**src/rtl/axi4_lite_mem_bridge_pkg.sv**
```systemverilog
// Shared types and helpers for the AXI4-Lite to SRAM bridge.
package axi4_lite_mem_pkg;

    typedef enum logic [1:0] {
        OKAY   = 2'b00,
        SLVERR = 2'b10
    } resp_e;

    // Pointer/counter width that never collapses to zero bits.
    function automatic int clog2s(input int n);
        return (n <= 2) ? 1 : $clog2(n);
    endfunction

    // True when addr[addr_w-1:lsb] is all zero; an empty range means every address decodes.
    function automatic logic in_range(input logic [63:0] addr, input int addr_w, input int lsb);
        logic ok;
        ok = 1'b1;
        for (int i = 0; i < 64; i++)
            if (i >= lsb && i < addr_w && addr[i])
                ok = 1'b0;
        return ok;
    endfunction

endpackage

```
**src/rtl/axi4_lite_mem_bridge_if.sv**
```systemverilog
// AXI4-Lite slave-side channel bundle for the memory bridge.
interface axi4_lite_mem_bridge_if #(
    parameter int ADDR_W = 32,
    parameter int DATA_W = 32
);
    logic                  awvalid, awready;
    logic [ADDR_W-1:0]     awaddr;
    logic                  wvalid, wready;
    logic [DATA_W-1:0]     wdata;
    logic [DATA_W/8-1:0]   wstrb;
    logic                  bvalid, bready;
    logic [1:0]            bresp;
    logic                  arvalid, arready;
    logic [ADDR_W-1:0]     araddr;
    logic                  rvalid, rready;
    logic [DATA_W-1:0]     rdata;
    logic [1:0]            rresp;

    modport master (
        output awvalid, awaddr, wvalid, wdata, wstrb, bready, arvalid, araddr, rready,
        input  awready, wready, bvalid, bresp, arready, rvalid, rdata, rresp
    );

    modport slave (
        input  awvalid, awaddr, wvalid, wdata, wstrb, bready, arvalid, araddr, rready,
        output awready, wready, bvalid, bresp, arready, rvalid, rdata, rresp
    );
endinterface

```
**src/rtl/axi4_lite_mem_bridge_sync_fifo.sv**
```systemverilog
// First-word-fall-through FIFO; BYPASS lets a push reach the head in the same cycle when empty.
module sync_fifo
    import axi4_lite_mem_pkg::*;
#(
    parameter int WIDTH  = 8,
    parameter int DEPTH  = 4,
    parameter bit BYPASS = 1'b0,
    localparam int CW    = clog2s(DEPTH + 1)
) (
    input  logic             clk,
    input  logic             rst,
    input  logic             push,
    input  logic [WIDTH-1:0] wdata,
    input  logic             pop,
    output logic [WIDTH-1:0] rdata,
    output logic             full,
    output logic             empty,
    output logic [CW-1:0]    count
);
    localparam int PW = clog2s(DEPTH);

    logic [WIDTH-1:0] mem [DEPTH];
    logic [PW-1:0]    wptr, rptr;
    logic             none, thru, wr, rd;

    assign none  = (count == '0);
    assign thru  = BYPASS & none & push & pop;
    assign full  = (count == CW'(DEPTH));
    assign empty = none & ~(BYPASS & push);
    assign rdata = (BYPASS && none) ? wdata : mem[rptr];
    // A push into a full FIFO is legal only alongside a pop that frees the head slot.
    assign wr    = push & ~thru & (~full | pop);
    assign rd    = pop & ~none;

    always_ff @(posedge clk) begin
        if (rst) begin
            wptr  <= '0;
            rptr  <= '0;
            count <= '0;
        end else begin
            if (wr) wptr <= (wptr == PW'(DEPTH - 1)) ? '0 : wptr + 1'b1;
            if (rd) rptr <= (rptr == PW'(DEPTH - 1)) ? '0 : rptr + 1'b1;
            count <= count + CW'(wr) - CW'(rd);
        end
    end

    always_ff @(posedge clk)
        if (wr) mem[wptr] <= wdata;

endmodule

```
**src/rtl/axi4_lite_mem_bridge.sv**
```systemverilog
// AXI4-Lite slave to dual-port SRAM bridge with B queue and credit-limited R return FIFO.
// Define AXI4_LITE_MEM_BRIDGE_ERR_CNT_EN to add the saturating SLVERR counter output err_cnt.
module axi4_lite_mem_bridge
    import axi4_lite_mem_pkg::*;
#(
    parameter int ADDR_W     = 32,
    parameter int DATA_W     = 32,
    parameter int MEM_ADDR_W = 10,
    parameter int RD_LATENCY = 1,
    parameter int B_DEPTH    = 4
) (
    input  logic                  clk,
    input  logic                  rst,
    axi4_lite_mem_bridge_if.slave s,
    output logic                  mem_wen,
    output logic [MEM_ADDR_W-1:0] mem_waddr,
    output logic [DATA_W-1:0]     mem_wdata,
    output logic [DATA_W/8-1:0]   mem_wstrb,
    output logic                  mem_ren,
    output logic [MEM_ADDR_W-1:0] mem_raddr,
    input  logic [DATA_W-1:0]     mem_rdata
`ifdef AXI4_LITE_MEM_BRIDGE_ERR_CNT_EN
    ,
    output logic [15:0]           err_cnt
`endif
);
    localparam int STRB_W = DATA_W / 8;
    localparam int ALIGN  = $clog2(STRB_W);
    localparam int HI_LSB = ALIGN + MEM_ADDR_W;
    localparam int BCW    = clog2s(B_DEPTH + 1);
    localparam int CCW    = clog2s(RD_LATENCY + 2);
    localparam int RDEP   = RD_LATENCY + 1;

    if (DATA_W != 32 && DATA_W != 64) begin : g_bad_dw
        $error("DATA_W must be 32 or 64");
    end
    if (ADDR_W < HI_LSB) begin : g_bad_aw
        $error("ADDR_W too small for MEM_ADDR_W");
    end
    if (RD_LATENCY < 1 || RD_LATENCY > 4) begin : g_bad_lat
        $error("RD_LATENCY must be 1..4");
    end
    if (B_DEPTH < 2 || (B_DEPTH & (B_DEPTH - 1)) != 0) begin : g_bad_bd
        $error("B_DEPTH must be a power of 2, at least 2");
    end

    // ---------------- write path ----------------
    logic              aw_held, w_held, aw_hs, w_hs, aw_avail, w_avail, fire, aw_ok;
    logic [ADDR_W-1:0] aw_addr_q, aw_addr;
    logic [DATA_W-1:0] w_data_q;
    logic [STRB_W-1:0] w_strb_q;
    logic [1:0]        b_wdata, b_head;
    logic              b_full, b_empty;
    logic [BCW-1:0]    b_count;

    assign s.awready = ~aw_held & ~rst;
    assign s.wready  = ~w_held & ~rst;
    assign aw_hs     = s.awvalid & s.awready;
    assign w_hs      = s.wvalid & s.wready;
    assign aw_avail  = aw_held | aw_hs;
    assign w_avail   = w_held | w_hs;
    // Registered count only: a same-cycle B pop does not open a slot.
    assign fire      = aw_avail & w_avail & (b_count < BCW'(B_DEPTH)) & ~rst;
    assign aw_addr   = aw_held ? aw_addr_q : s.awaddr;
    assign aw_ok     = in_range(64'(aw_addr), ADDR_W, HI_LSB);
    assign b_wdata   = aw_ok ? OKAY : SLVERR;

    assign mem_wen   = fire & aw_ok;
    assign mem_waddr = aw_addr[ALIGN +: MEM_ADDR_W];
    assign mem_wdata = w_held ? w_data_q : s.wdata;
    assign mem_wstrb = w_held ? w_strb_q : s.wstrb;

    always_ff @(posedge clk) begin
        if (rst) begin
            aw_held <= 1'b0;
            w_held  <= 1'b0;
        end else begin
            if (fire)       aw_held <= 1'b0;
            else if (aw_hs) aw_held <= 1'b1;
            if (fire)       w_held  <= 1'b0;
            else if (w_hs)  w_held  <= 1'b1;
        end
    end

    always_ff @(posedge clk) begin
        if (aw_hs && !fire) aw_addr_q <= s.awaddr;
        if (w_hs && !fire) begin
            w_data_q <= s.wdata;
            w_strb_q <= s.wstrb;
        end
    end

    sync_fifo #(.WIDTH(2), .DEPTH(B_DEPTH), .BYPASS(1'b0)) u_bq (
        .clk, .rst, .push(fire), .wdata(b_wdata), .pop(s.bvalid & s.bready),
        .rdata(b_head), .full(b_full), .empty(b_empty), .count(b_count)
    );

    assign s.bvalid = ~b_empty & ~rst;
    assign s.bresp  = s.bvalid ? b_head : OKAY;

    // ---------------- read path ----------------
    logic                   ar_hs, r_hs, ar_ok, r_push, r_full, r_empty;
    logic [CCW-1:0]         credit;
    logic [RD_LATENCY:1]    vld_pipe, err_pipe;
    logic [DATA_W+1:0]      r_wdata, r_head;
    logic [clog2s(RDEP+1)-1:0] r_count;

    assign s.arready = (credit < CCW'(RD_LATENCY + 1)) & ~rst;
    assign ar_hs     = s.arvalid & s.arready;
    assign r_hs      = s.rvalid & s.rready;
    assign ar_ok     = in_range(64'(s.araddr), ADDR_W, HI_LSB);
    assign mem_ren   = ar_hs & ar_ok;
    assign mem_raddr = s.araddr[ALIGN +: MEM_ADDR_W];

    always_ff @(posedge clk) begin
        if (rst)                credit <= '0;
        else if (ar_hs && !r_hs) credit <= credit + 1'b1;
        else if (!ar_hs && r_hs) credit <= credit - 1'b1;
    end

    always_ff @(posedge clk) begin
        if (rst) begin
            vld_pipe <= '0;
            err_pipe <= '0;
        end else begin
            vld_pipe[1] <= ar_hs;
            err_pipe[1] <= ~ar_ok;
            for (int i = 2; i <= RD_LATENCY; i++) begin
                vld_pipe[i] <= vld_pipe[i-1];
                err_pipe[i] <= err_pipe[i-1];
            end
        end
    end

    assign r_push  = vld_pipe[RD_LATENCY];
    assign r_wdata = err_pipe[RD_LATENCY] ? {DATA_W'(0), SLVERR} : {mem_rdata, OKAY};

    // Bypass lets memory data reach R in its arrival cycle, so credit sustains 1 read/cycle.
    sync_fifo #(.WIDTH(DATA_W + 2), .DEPTH(RDEP), .BYPASS(1'b1)) u_rq (
        .clk, .rst, .push(r_push), .wdata(r_wdata), .pop(r_hs),
        .rdata(r_head), .full(r_full), .empty(r_empty), .count(r_count)
    );

    assign s.rvalid = ~r_empty & ~rst;
    assign s.rdata  = s.rvalid ? r_head[DATA_W+1:2] : '0;
    assign s.rresp  = s.rvalid ? r_head[1:0] : OKAY;

    logic unused_ok;
    assign unused_ok = &{1'b0, b_full, r_full, r_count};

`ifdef AXI4_LITE_MEM_BRIDGE_ERR_CNT_EN
    logic [1:0] err_inc;
    assign err_inc = 2'(fire & ~aw_ok) + 2'(r_push & err_pipe[RD_LATENCY]);

    always_ff @(posedge clk) begin
        if (rst)                                    err_cnt <= '0;
        else if (err_cnt > 16'hFFFF - 16'(err_inc)) err_cnt <= 16'hFFFF;
        else                                        err_cnt <= err_cnt + 16'(err_inc);
    end
`endif

endmodule

```
**src/flat_wrapper.sv**
```systemverilog
// flat-port wrapper written by rule: the top's interface ports become plain ports
module axi4_lite_mem_bridge_flat import axi4_lite_mem_pkg::*;
#(
    parameter int ADDR_W     = 32,
    parameter int DATA_W     = 32,
    parameter int MEM_ADDR_W = 10,
    parameter int RD_LATENCY = 1,
    parameter int B_DEPTH    = 4
)
  (clk, rst, mem_wen, mem_waddr, mem_wdata, mem_wstrb, mem_ren, mem_raddr, mem_rdata, s_awvalid, s_awaddr, s_wvalid, s_wdata, s_wstrb, s_bready, s_arvalid, s_araddr, s_rready, s_awready, s_wready, s_bvalid, s_bresp, s_arready, s_rvalid, s_rdata, s_rresp);
  axi4_lite_mem_bridge_if #(.ADDR_W(ADDR_W), .DATA_W(DATA_W)) s_i ();
  input  logic clk;
  input  logic rst;
  output logic mem_wen;
  output logic [MEM_ADDR_W-1:0] mem_waddr;
  output logic [DATA_W-1:0] mem_wdata;
  output logic [DATA_W/8-1:0] mem_wstrb;
  output logic mem_ren;
  output logic [MEM_ADDR_W-1:0] mem_raddr;
  input  logic [DATA_W-1:0] mem_rdata;
  input wire logic [$bits(s_i.awvalid)-1:0] s_awvalid;
  input wire logic [$bits(s_i.awaddr)-1:0] s_awaddr;
  input wire logic [$bits(s_i.wvalid)-1:0] s_wvalid;
  input wire logic [$bits(s_i.wdata)-1:0] s_wdata;
  input wire logic [$bits(s_i.wstrb)-1:0] s_wstrb;
  input wire logic [$bits(s_i.bready)-1:0] s_bready;
  input wire logic [$bits(s_i.arvalid)-1:0] s_arvalid;
  input wire logic [$bits(s_i.araddr)-1:0] s_araddr;
  input wire logic [$bits(s_i.rready)-1:0] s_rready;
  output wire logic [$bits(s_i.awready)-1:0] s_awready;
  output wire logic [$bits(s_i.wready)-1:0] s_wready;
  output wire logic [$bits(s_i.bvalid)-1:0] s_bvalid;
  output wire logic [$bits(s_i.bresp)-1:0] s_bresp;
  output wire logic [$bits(s_i.arready)-1:0] s_arready;
  output wire logic [$bits(s_i.rvalid)-1:0] s_rvalid;
  output wire logic [$bits(s_i.rdata)-1:0] s_rdata;
  output wire logic [$bits(s_i.rresp)-1:0] s_rresp;
  assign s_i.awvalid = s_awvalid;
  assign s_i.awaddr = s_awaddr;
  assign s_i.wvalid = s_wvalid;
  assign s_i.wdata = s_wdata;
  assign s_i.wstrb = s_wstrb;
  assign s_i.bready = s_bready;
  assign s_i.arvalid = s_arvalid;
  assign s_i.araddr = s_araddr;
  assign s_i.rready = s_rready;
  assign s_awready = s_i.awready;
  assign s_wready = s_i.wready;
  assign s_bvalid = s_i.bvalid;
  assign s_bresp = s_i.bresp;
  assign s_arready = s_i.arready;
  assign s_rvalid = s_i.rvalid;
  assign s_rdata = s_i.rdata;
  assign s_rresp = s_i.rresp;
  axi4_lite_mem_bridge #(.ADDR_W(ADDR_W), .DATA_W(DATA_W), .MEM_ADDR_W(MEM_ADDR_W), .RD_LATENCY(RD_LATENCY), .B_DEPTH(B_DEPTH)) u_core (.clk(clk), .rst(rst), .s(s_i), .mem_wen(mem_wen), .mem_waddr(mem_waddr), .mem_wdata(mem_wdata), .mem_wstrb(mem_wstrb), .mem_ren(mem_ren), .mem_raddr(mem_raddr), .mem_rdata(mem_rdata));
endmodule
```
**config.mk**
```make
export PLATFORM = sky130hd
export DESIGN_NAME = axi4_lite_mem_bridge_flat
export DESIGN_NICKNAME = d
export VERILOG_FILES = /design/src/rtl/axi4_lite_mem_bridge_pkg.sv /design/src/rtl/axi4_lite_mem_bridge_if.sv /design/src/rtl/axi4_lite_mem_bridge_sync_fifo.sv /design/src/rtl/axi4_lite_mem_bridge.sv /design/src/flat_wrapper.sv
export SDC_FILE = /design/constraint.sdc
export NUM_CORES = 1
export LEC_CHECK = 0
export CAP_MARGIN = 30
export CORE_MARGIN = 3
export CORE_UTILIZATION = 35
export CTS_BUF_LIST = sky130_fd_sc_hd__clkbuf_8
export CTS_CLUSTER_SIZE = 20
export DETAILED_ROUTE_END_ITERATION = 6
export GPL_TIMING_DRIVEN = 0
export PLACE_DENSITY = 0.67
export RECOVER_POWER = 100
export SLEW_MARGIN = 10
export SYNTH_ARGS = -nofsm -noshare
export SYNTH_HDL_FRONTEND = slang
export SYNTH_SLANG_ARGS = --single-unit
export TNS_END_PERCENT = 30
```
**constraint.sdc**
```tcl
create_clock -name clk -period 4.35 [get_ports clk]
set_input_delay 0.6525 -clock clk [delete_from_list [all_inputs] [get_ports clk]]
set_output_delay 0.6525 -clock clk [all_outputs]
set_load 0.01 [all_outputs]
```
==> results of run 1 <==
[how the worst min path moves through the flow]
| stage | end | start | depth (start not counted) | slack, ps |
|---|---|---|---|---|
| 6_report | u_core.credit[1] | u_core.credit[1] | 2 | 520 |
| 5_1_grt | u_core.credit[1] | u_core.credit[1] | 2 | 550 |
| 4_1_cts | u_core.credit[1] | u_core.credit[1] | 2 | 530 |
| 3_5_place_dp | u_core.u_rq.rptr | u_core.u_rq.rptr | 2 | 500 |
| 3_3_place_gp | u_core.credit[1] | u_core.credit[1] | 2 | 470 |
| 2_1_floorplan | u_core.credit[1] | u_core.credit[1] | 2 | 460 |
[cell usage after synthesis, types with 9 or more instances]
cell type and number:
nor4_1 11, nor2b_1 35, mux2i_1 34, buf_2 15, dfxtp_1 20, edfxtp_1 136, mux2_2 47, buf_4 12
and2_1 9, ha_1 10, nor2_1 62, a211oi_2 30
[layer usage]
layer  global-route usage  wire length (um)  up-vias
met1                0.183              7080     2345
met2                0.263              8610      141
li1                     -                 -     2280
met3               0.0408               904       12
met4               0.0374               151        0
met5                    0                 0        -
[power by group through the flow]
stage	clock [uW]	sequential, uW	combinational, uW
3_3_place_gp	0	1830	1090
3_5_place_dp	0	1830	1140
4_1_cts	1270	1800	1150
6_report	1230	1800	1060
5_1_grt	1320	1810	1150
2_1_floorplan	0	1820	627
[logic make-up after synthesis]
group                      after synthesis  synth area share
buffers and inverters                   47            0.0394
muxes                                   82             0.126
adders and majority gates               11            0.0206
other                                    1          0.000531
DFF                                    156             0.635
AOI/OAI and AO/OA                       42            0.0652
and+or+nand+nor                        139             0.103
xor gates and xnor gates                 8           0.00993
[metrics by stage]
stage                     total power [uW]  cell area [um^2]  cells  worst slack [ps]
final                                 4080             10100   1010               649
after global routing                  4290             10100   1010               392
after CTS                             4210             10200   1010               892
after detailed placement              2970              9720    978               906
after global placement                2920              9610    973             -1440
after floorplan                       2450              7060    487               183
[worst max-delay path, delay by kind of cell]
family / cells / cell delay, ps
AND/OR/NAND/NOR: 1 / 70
buffers and inverters: 4 / 2320
[registers in the layout, indices dropped and copies added (netlist names), named ones only]
register and count:
u_core.credit 2, u_core.u_bq.wptr 2, u_core.u_bq.count 3, u_core.w_held 1, u_core.u_bq.rptr 2, u_core.w_strb_q 4
u_core.u_rq.count 2, u_core.err_pipe 1, u_core.r_push 1, u_core.u_rq.mem 66, u_core.u_rq.rptr 1, u_core.w_data_q 32
u_core.u_bq.mem 4, u_core.aw_held 1, u_core.aw_addr_q 30, u_core.u_rq.wptr 1
[cells in the final DEF, fill, tap and decap left out, drive strengths merged, types with 5 or more instances in the layout]
cell,instances
nor4,13
clkbuf,32
mux2,47
nor2b,35
dfxtp,20
dlygate4sd3,163
clkinv,7
clkdlybuf4s50,58
buf,29
edfxtp,136
mux2i,34
ha,10
and2,9
bufinv,5
inv,11
nor2,62
a211oi,33
nand2,6
[final cells by class]
type / count / area share
Inverter: 8 / 0.00297
Tap cell: 265 / 0.0328
Timing Repair Buffer: 226 / 0.225
Buffer: 39 / 0.0239
Clock buffer: 17 / 0.0231
Sequential cell: 156 / 0.444
Clock inverter: 15 / 0.0215
Multi-Input combinational cell: 284 / 0.227
==> impl_metrics.json, run 1 <==
{
  "drive_above_1_share": 0.189,
  "cp.arrival_ps": 3050,
  "final_nets": 882,
  "area_growth_pct": 43.3,
  "skew_ps": 9.29,
  "h-tree-depth": 4,
  "setup-violations-final": 0,
  "min_period_over_period": 0.851,
  "grt_pass1_vias": 5104,
  "rr_endpoint": "u_core.w_data_q[13]",
  "antenna_found_initial": 0,
  "grt_usage": 0.150,
  "fill_cells": 1719,
  "relSlewSlack": -0.0379,
  "seq_power_share": 0.440,
  "rows": 51,
  "startpoint_type": "primary input",
  "drc": 0,
  "crit_type": "primary input to output pin",
  "seqCellArea_um2": 4480,
  "cts_made_buffers": 17,
  "tightest_slew_ps": 1550,
  "fin_crit_ps": 3700,
  "clk_path_buf_depth": 2,
  "critical_path.max_stage_delay_ps": 780,
  "netlist_area_um2": 7060,
  "die_w_um": 148,
  "crit_chain": "dlygate4sd3_1 -> clkbuf_1 -> clkbuf_1 -> nor2_1 -> dlygate4sd3_1",
  "critPathCapture": "s_wready",
  "finalHoldViolCount": 0,
  "multi_input_area_um2": 2290,
  "fmax_ghz": 0.270,
  "post_cts_resized": 0,
  "viasPerCell": 4.73,
  "hold_path_class": "flop to flop",
  "die_area_um2": 21900,
  "yosysUniqueCellTypes": 41,
  "power_frac_comb": 0.259,
  "drt-wirelength-per-cell_um": 16.6,
  "utilization": 0.514,
  "p_int_uw": 2930,
  "dr.pass1.iters": 6,
  "synth_top_area_share": 0.579,
  "status": "complete, but fails checks",
  "synth.area.top_cells": "edfxtp_1 58%, mux2_2 7.5%, dfxtp_1 5.7%, a211oi_2 5.3%, mux2i_1 4.8%",
  "worst-r2r-setup-slack_ps": 1000,
  "grt_max_degree": 31,
  "avgSynthCellArea_um2": 14.5,
  "wl_mm": 16.8,
  "post_cts_buffers": 0,
  "gr-total-overflow": 0,
  "cts_tree": "built",
  "yosysSeqAreaShare": 0.635,
  "p_per_area_nw_per_um2": 404,
  "syn_inst": 486,
  "p_leak_uw": 0.00354,
  "power_switching_uw": 1150,
  "holdWs_ps": 521,
  "r2r_start": "u_core.w_held",
  "cts_root_buffer": "clkbuf_8",
  "synth-edff-count": 136,
  "synth_area_leader_cell": "edfxtp_1",
  "vias": 4778,
  "hpwl_mm": 12.2,
  "cp_max_fo": 10,
  "p_clk_frac": 0.301,
  "synth-seq-cells": 156,
  "die_y_um": 148,
  "end_kind": "output pin",
  "cts.sinks": 156,
  "start_util": 0.359,
  "ys.flop_type": "edfxtp_1",
  "ant_nets": 0,
  "cap_viol_max_count": 2,
  "critPathSlowestCell": "dlygate4sd3_1",
  "required_ps": 3700,
  "r2r_cells": 5,
  "worst_ir_drop_vdd_v": 0.000191,
  "holdBufCountCts": 0,
  "slew_viol_final": 30,
  "async_reset_ff_frac": 0,
  "swShare": 0.281,
  "grt_pass1_wl_mm": 26.2,
  "gp_congestion": 0.842,
  "antenna_cells": 0,
  "drt_iter0_markers": 207,
  "tns_ps": 0,
  "ioPinCount": 238,
  "startpoint": "rst",
  "clk_pin_slew_worst_paths_ps": 80,
  "rsz0062_at_grt": "false",
  "ys_warn_count": 0,
  "port_buffers": 221,
  "core_um2": 19700,
  "insertion_delay_ps": 440,
  "violations": "max-capacitance violations, max-slew violations"
}
Power figures use the tool's default switching activity.
==> run 2: changes to the inputs <==
--- a/config.mk
+++ b/config.mk
@@ -6,14 +6,13 @@
 export NUM_CORES = 1
 export LEC_CHECK = 0
 export CAP_MARGIN = 30
-export CORE_MARGIN = 3
+export CORE_MARGIN = 2
 export CORE_UTILIZATION = 35
-export CTS_BUF_LIST = sky130_fd_sc_hd__clkbuf_8
+export CTS_BUF_LIST = sky130_fd_sc_hd__clkbuf_4 sky130_fd_sc_hd__clkbuf_8 sky130_fd_sc_hd__clkbuf_16
 export CTS_CLUSTER_SIZE = 20
 export DETAILED_ROUTE_END_ITERATION = 6
 export GPL_TIMING_DRIVEN = 0
 export PLACE_DENSITY = 0.67
-export RECOVER_POWER = 100
 export SLEW_MARGIN = 10
 export SYNTH_ARGS = -nofsm -noshare
 export SYNTH_HDL_FRONTEND = slang
==> run 2 against run 1 <==
Effect of this change:
- the flow now finishes without violations
- register-to-register slack better by 980 ps
- critical path depth unchanged
- clock-buffer cell count up 1
- largest cell class unchanged
- largest power group unchanged
- flip-flop and latch count unchanged
- maximum frequency up 8.8%
- power up 6.7%
- combinational power up 6%
- cell area up 1.8%
- via count down 0.98%
- critical endpoint unchanged
- sequential power about the same
- die area down 2.7%
- worst setup slack better by 300 ps
==> impl_metrics.json, run 2 (same netlist as run 1, synthesis figures left out) <==
{
  "worst_ir_drop_vdd_v": 0.000261,
  "worst-r2r-setup-slack_ps": 1980,
  "r2r_start": "u_core.aw_held",
  "r2r_cells": 11,
  "end_kind": "output pin",
  "fmax_ghz": 0.294,
  "die_y_um": 146,
  "critical_path.max_stage_delay_ps": 720,
  "port_buffers": 221,
  "place_area_um2": 9720,
  "clk_path_buf_depth": 2,
  "startpoint_type": "primary input",
  "viasPerCell": 4.68,
  "final_nets": 882,
  "dp_cells": 978,
  "crit_type": "primary input to output pin",
  "status": "finished clean",
  "p_per_area_nw_per_um2": 423,
  "grt_pass1_wl_mm": 26.0,
  "largest_reg_flops": 66,
  "cts_tree": "built",
  "cpMostUsedCell": "clkdlybuf4s50_1",
  "die_area_um2": 21300,
  "setup-violations-final": 0,
  "p_leak_uw": 0.00348,
  "drive_above_1_share": 0.205,
  "grt_pass1_vias": 5134,
  "cts_root_buffer": "clkbuf_16",
  "clk_pin_slew_worst_paths_ps": 60,
  "mostFrequentLayoutCell": "clkdlybuf4s50_1",
  "cap_viol_max_count": 0,
  "slew_viol_final": 0,
  "grt_max_degree": 31,
  "fin_ws_ps": 948,
  "vias": 4731,
  "min_from": "u_core.credit[1]",
  "top_regs": "u_core.u_rq.mem x66, u_core.w_data_q x32, u_core.aw_addr_q x30",
  "holdPathStages": 2,
  "required_ps": 3700,
  "insertion_delay_ps": 410,
  "ant_nets": 0,
  "cts_made_buffers": 17,
  "h-tree-depth": 4,
  "dp_slack_ps": 913,
  "wl_mm": 16.4,
  "tns_ps": 0,
  "layout_common_cells": "221 x clkdlybuf4s50_1, 136 x edfxtp_1, 59 x nor2_1",
  "die_w_um": 146,
  "dr.pass1.iters": 5,
  "hold_path_class": "flop to flop",
  "post_cts_resized": 0,
  "post_cts_buffers": 0,
  "rr_endpoint": "u_core.u_bq.count[2]",
  "gp_congestion": 0.777,
  "hold-path-endpoint": "u_core.credit[1]",
  "total_power_uw": 4360,
  "antenna_found_initial": 0,
  "start_util": 0.359,
  "area_growth_pct": 45.9,
  "skew_ps": 8.37,
  "min_period_over_period": 0.782,
  "critPathSlowestCell": "clkdlybuf4s50_1",
  "drc": 0,
  "antenna_cells": 0,
  "cts.sinks": 156,
  "ioPinCount": 238,
  "rows": 51,
  "final_area_um2": 10300,
  "hpwl_mm": 12.3,
  "gr-total-overflow": 0,
  "crit_chain": "clkdlybuf4s50_1 -> buf_2 -> buf_1 -> nor2_1 -> clkdlybuf4s50_1",
  "tightest_slew_ps": 828,
  "core_um2": 19700,
  "cp.arrival_ps": 2750,
  "fin_crit_ps": 3400,
  "grt_usage": 0.154,
  "regMostFlops": "u_core.u_rq.mem",
  "drt-wirelength-per-cell_um": 16.2,
  "finalHoldViolCount": 0,
  "instances_no_fill": 1010,
  "rsz0062_at_grt": "false",
  "holdBufCountCts": 0,
  "relSlewSlack": 0.446,
  "cp_max_fo": 10,
  "drt_iter0_markers": 216
}
[run 2: changes by cell type in the layout (fill, tap and decap cells not counted), sizes merged]
cell,before,now
clkdlybuf4s50,58,221
dlygate4sd3,163,0
buf,29,38
clkbuf,32,24
bufinv,5,2
clkinv,7,10
inv,11,10
[run 2: worst max-delay path by stage]
| stage | startpoint | endpoint | slack, ps | cells past startpoint |
|---|---|---|---|---|
| 2_1_floorplan | s_awvalid | u_core.w_data_q[0] | 180 | 3 |
| 3_3_place_gp | rst | u_core.w_data_q[0] | -1390 | 3 |
| 3_5_place_dp | rst | s_wready | 910 | 5 |
| 4_1_cts | rst | s_wready | 890 | 5 |
| 5_1_grt | rst | s_wready | 800 | 5 |
| 6_report | rst | s_wready | 950 | 5 |
[run 2: worst max-delay path: cells and delay by family]
kind	cells	cell delay, ps
buffers and inverters	4	2000
AND/OR/NAND/NOR	1	80
[run 2: power by group]
part | switching (uW) | leakage [uW] | internal (uW) | total (uW)
registers | 48.6 | 0.00142 | 1750 | 1800
clock network | 588 | 0.000287 | 852 | 1440
logic | 559 | 0.00178 | 560 | 1120
[run 2: per-stage QoR]
stage               hold slack (ps)   util
global placement                470  0.489
finish                          494  0.524
floorplan                       459      -
CTS                             497  0.524
detailed placement              484  0.494
global route                    522  0.524
[run 2: routing by layer]
| layer | vias up | track usage | routed length [um] |
|---|---|---|---|
| met5 | - | 0 | 0 |
| met4 | 0 | 0.0393 | 87 |
| met3 | 8 | 0.0571 | 1140 |
| met2 | 149 | 0.276 | 8490 |
| met1 | 2292 | 0.174 | 6670 |
| li1 | 2282 | - | - |
[run 2: layout make-up]
cell class                 count  area (um^2)
fill                        1693         9360
tap                          265          332
timing repair buffer         226         2300
inverter                       8         30.0
buffer                        39          248
multi-input combinational    284         2330
sequential                   156         4480
clock buffer                  18          433
clock inverter                14          144
==> run 3: changes to the inputs <==
==> constraint.sdc (replaced) <==
create_clock -name clk -period 2.8 [get_ports clk]
set_input_delay 0.42 -clock clk [delete_from_list [all_inputs] [get_ports clk]]
set_output_delay 0.42 -clock clk [all_outputs]
set_load 0.01 [all_outputs]
==> run 3 against run 2 <==
Effect of this change:
- routed wire length is 5.1% higher
- core utilization is 0.43 points higher
- non-clock buffer count is 1 lower
- die area stayed put
- highest routed layer unchanged
- register-to-register slack worse by 1500 ps
- clock skew is 1.1 ps lower
- combinational power is 54% higher
- critical path depth is 2 higher
- largest power group unchanged
- critical endpoint is now s_rresp[1]
==> impl_metrics.json, run 3 (same netlist as run 1, synthesis figures left out) <==
{
  "status": "finished clean",
  "largest_reg_flops": 66,
  "crit_chain": "or2_1 -> buf_2 -> nor2_1 -> or2_1 -> buf_6 -> a211oi_1 -> clkdlybuf4s50_1",
  "holdBufCountCts": 0,
  "p_per_area_nw_per_um2": 672,
  "final_nets": 881,
  "port_buffers": 221,
  "gr-total-overflow": 0,
  "min_period_over_period": 0.954,
  "worst-r2r-setup-slack_ps": 460,
  "antenna_found_initial": 0,
  "relSlewSlack": 0.444,
  "critPathSlowestCell": "clkdlybuf4s50_1",
  "layout_common_cells": "188 x clkdlybuf4s50_1, 136 x edfxtp_1, 58 x nor2_1",
  "r2r_cells": 11,
  "die_area_um2": 21300,
  "regMostFlops": "u_core.u_rq.mem",
  "final_area_um2": 10400,
  "seq_power_share": 0.401,
  "dp_cells": 977,
  "insertion_delay_ps": 430,
  "cpMostUsedCell": "or2_1",
  "setup-violations-final": 0,
  "hold_path_class": "flop to flop",
  "dr.pass1.iters": 6,
  "power_switching_uw": 1960,
  "required_ps": 2380,
  "p_clk_frac": 0.352,
  "place_area_um2": 9720,
  "fin_crit_ps": 2670,
  "die_w_um": 146,
  "grt_usage": 0.163,
  "instances_no_fill": 1009,
  "wl_mm": 17.2,
  "crit_type": "flop to output pin",
  "rsz0062_at_grt": "true",
  "r2r_start": "u_core.aw_held",
  "tightest_slew_ps": 833,
  "fmax_ghz": 0.375,
  "h-tree-depth": 4,
  "ioPinCount": 238,
  "cts_tree": "built",
  "grt_pass1_wl_mm": 27.2,
  "drt-wirelength-per-cell_um": 17.1,
  "hpwl_mm": 12.8,
  "clk_path_buf_depth": 2,
  "startpoint_type": "flop",
  "min_from": "u_core.credit[1]",
  "cap_viol_max_count": 0,
  "end_kind": "output pin",
  "start_util": 0.359,
  "gp_congestion": 0.840,
  "cts_root_buffer": "clkbuf_16",
  "core_um2": 19700,
  "area_growth_pct": 47.0,
  "holdPathStages": 2,
  "drive_above_1_share": 0.216,
  "ant_nets": 0,
  "grt_max_degree": 31,
  "cts_made_buffers": 17,
  "die_y_um": 146,
  "top_regs": "u_core.u_rq.mem x66, u_core.w_data_q x32, u_core.aw_addr_q x30",
  "cp.arrival_ps": 2250,
  "antenna_cells": 0,
  "grt_pass1_vias": 5211,
  "p_int_uw": 5010,
  "p_leak_uw": 0.00375,
  "viasPerCell": 4.70,
  "power_frac_comb": 0.247,
  "finalHoldViolCount": 0,
  "cp_max_fo": 7,
  "rr_endpoint": "u_core.u_bq.count[2]",
  "vias": 4747,
  "drc": 0,
  "rows": 51,
  "slew_viol_final": 0,
  "skew_ps": 7.26,
  "clk_pin_slew_worst_paths_ps": 60,
  "drt_iter0_markers": 194,
  "hold-path-endpoint": "u_core.credit[1]",
  "cts.sinks": 156,
  "mostFrequentLayoutCell": "clkdlybuf4s50_1",
  "worst_ir_drop_vdd_v": 0.000405,
  "critical_path.max_stage_delay_ps": 600,
  "swShare": 0.282
}
[run 3: final cells by class]
cell class	instances	area (um^2)
flip-flops and latches	156	4490
plain buffers	39	265
clock buffers	17	425
well taps	265	332
clock inverters	15	205
inverters	8	30.0
fillers	1707	9280
repair buffers	225	2280
multi-input cells	284	2350
[run 3: what timing repair did]
item,4_1_cts,5_1_grt
setup buffers,0,0
pin swaps,0,0
resized for setup,35,13
endpoints found under the setup margin,34,10
[run 3: per-layer routing]
metal  track usage  vias to the layer above  part of all wire  routed length (um)
met1         0.180                     2278              0.40                6840
li1              -                     2271                 -                   -
met5             0                        -                 0                   0
met3        0.0614                       16             0.078                1340
met4        0.0529                        0             0.016                 276
met2         0.291                      182              0.51                8760
[run 3: worst max path at each step]
stage	startpoint	endpoint	slack [ps]	cells after the start
after CTS	u_core.u_rq.count[1]	s_rdata[17]	-30	8
after global placement	rst	u_core.u_rq.mem[1][11]	-1500	5
after detailed placement	rst	u_core.u_bq.count[2]	-290	10
after floorplan	u_core.aw_held	u_core.w_data_q[0]	120	4
after global routing	u_core.u_rq.count[0]	s_rresp[1]	-60	7
final	u_core.u_rq.count[0]	s_rresp[1]	130	7
[run 3: through the flow]
stage	total power (uW)	setup TNS, ps	utilization	worst slack [ps]	hold slack, ps
5_1_grt	7290	-64.2	0.528	-64.2	547
3_3_place_gp	4530	-167170	0.489	-1500	471
3_5_place_dp	4610	-3410	0.495	-293	507
4_1_cts	7050	-25.5	0.526	-25.5	525
6_report	6970	0	0.528	130	513
2_1_floorplan	3800	0	-	120	459
[run 3: critical path, delay by kind of cell (launching register included)]
family	cells	cell delay [ps]
buffers and inverters	3	900
flip-flops	1	370
AND/OR/NAND/NOR	3	360
AO/OA/AOI/OAI	1	190
[run 3: power groups by stage]
| stage | combinational, uW | clock [uW] | sequential, uW |
|---|---|---|---|
| 2_1_floorplan | 975 | 0 | 2830 |
| 3_3_place_gp | 1690 | 0 | 2840 |
| 3_5_place_dp | 1760 | 0 | 2850 |
| 4_1_cts | 1750 | 2500 | 2800 |
| 5_1_grt | 1880 | 2600 | 2810 |
| 6_report | 1720 | 2450 | 2800 |
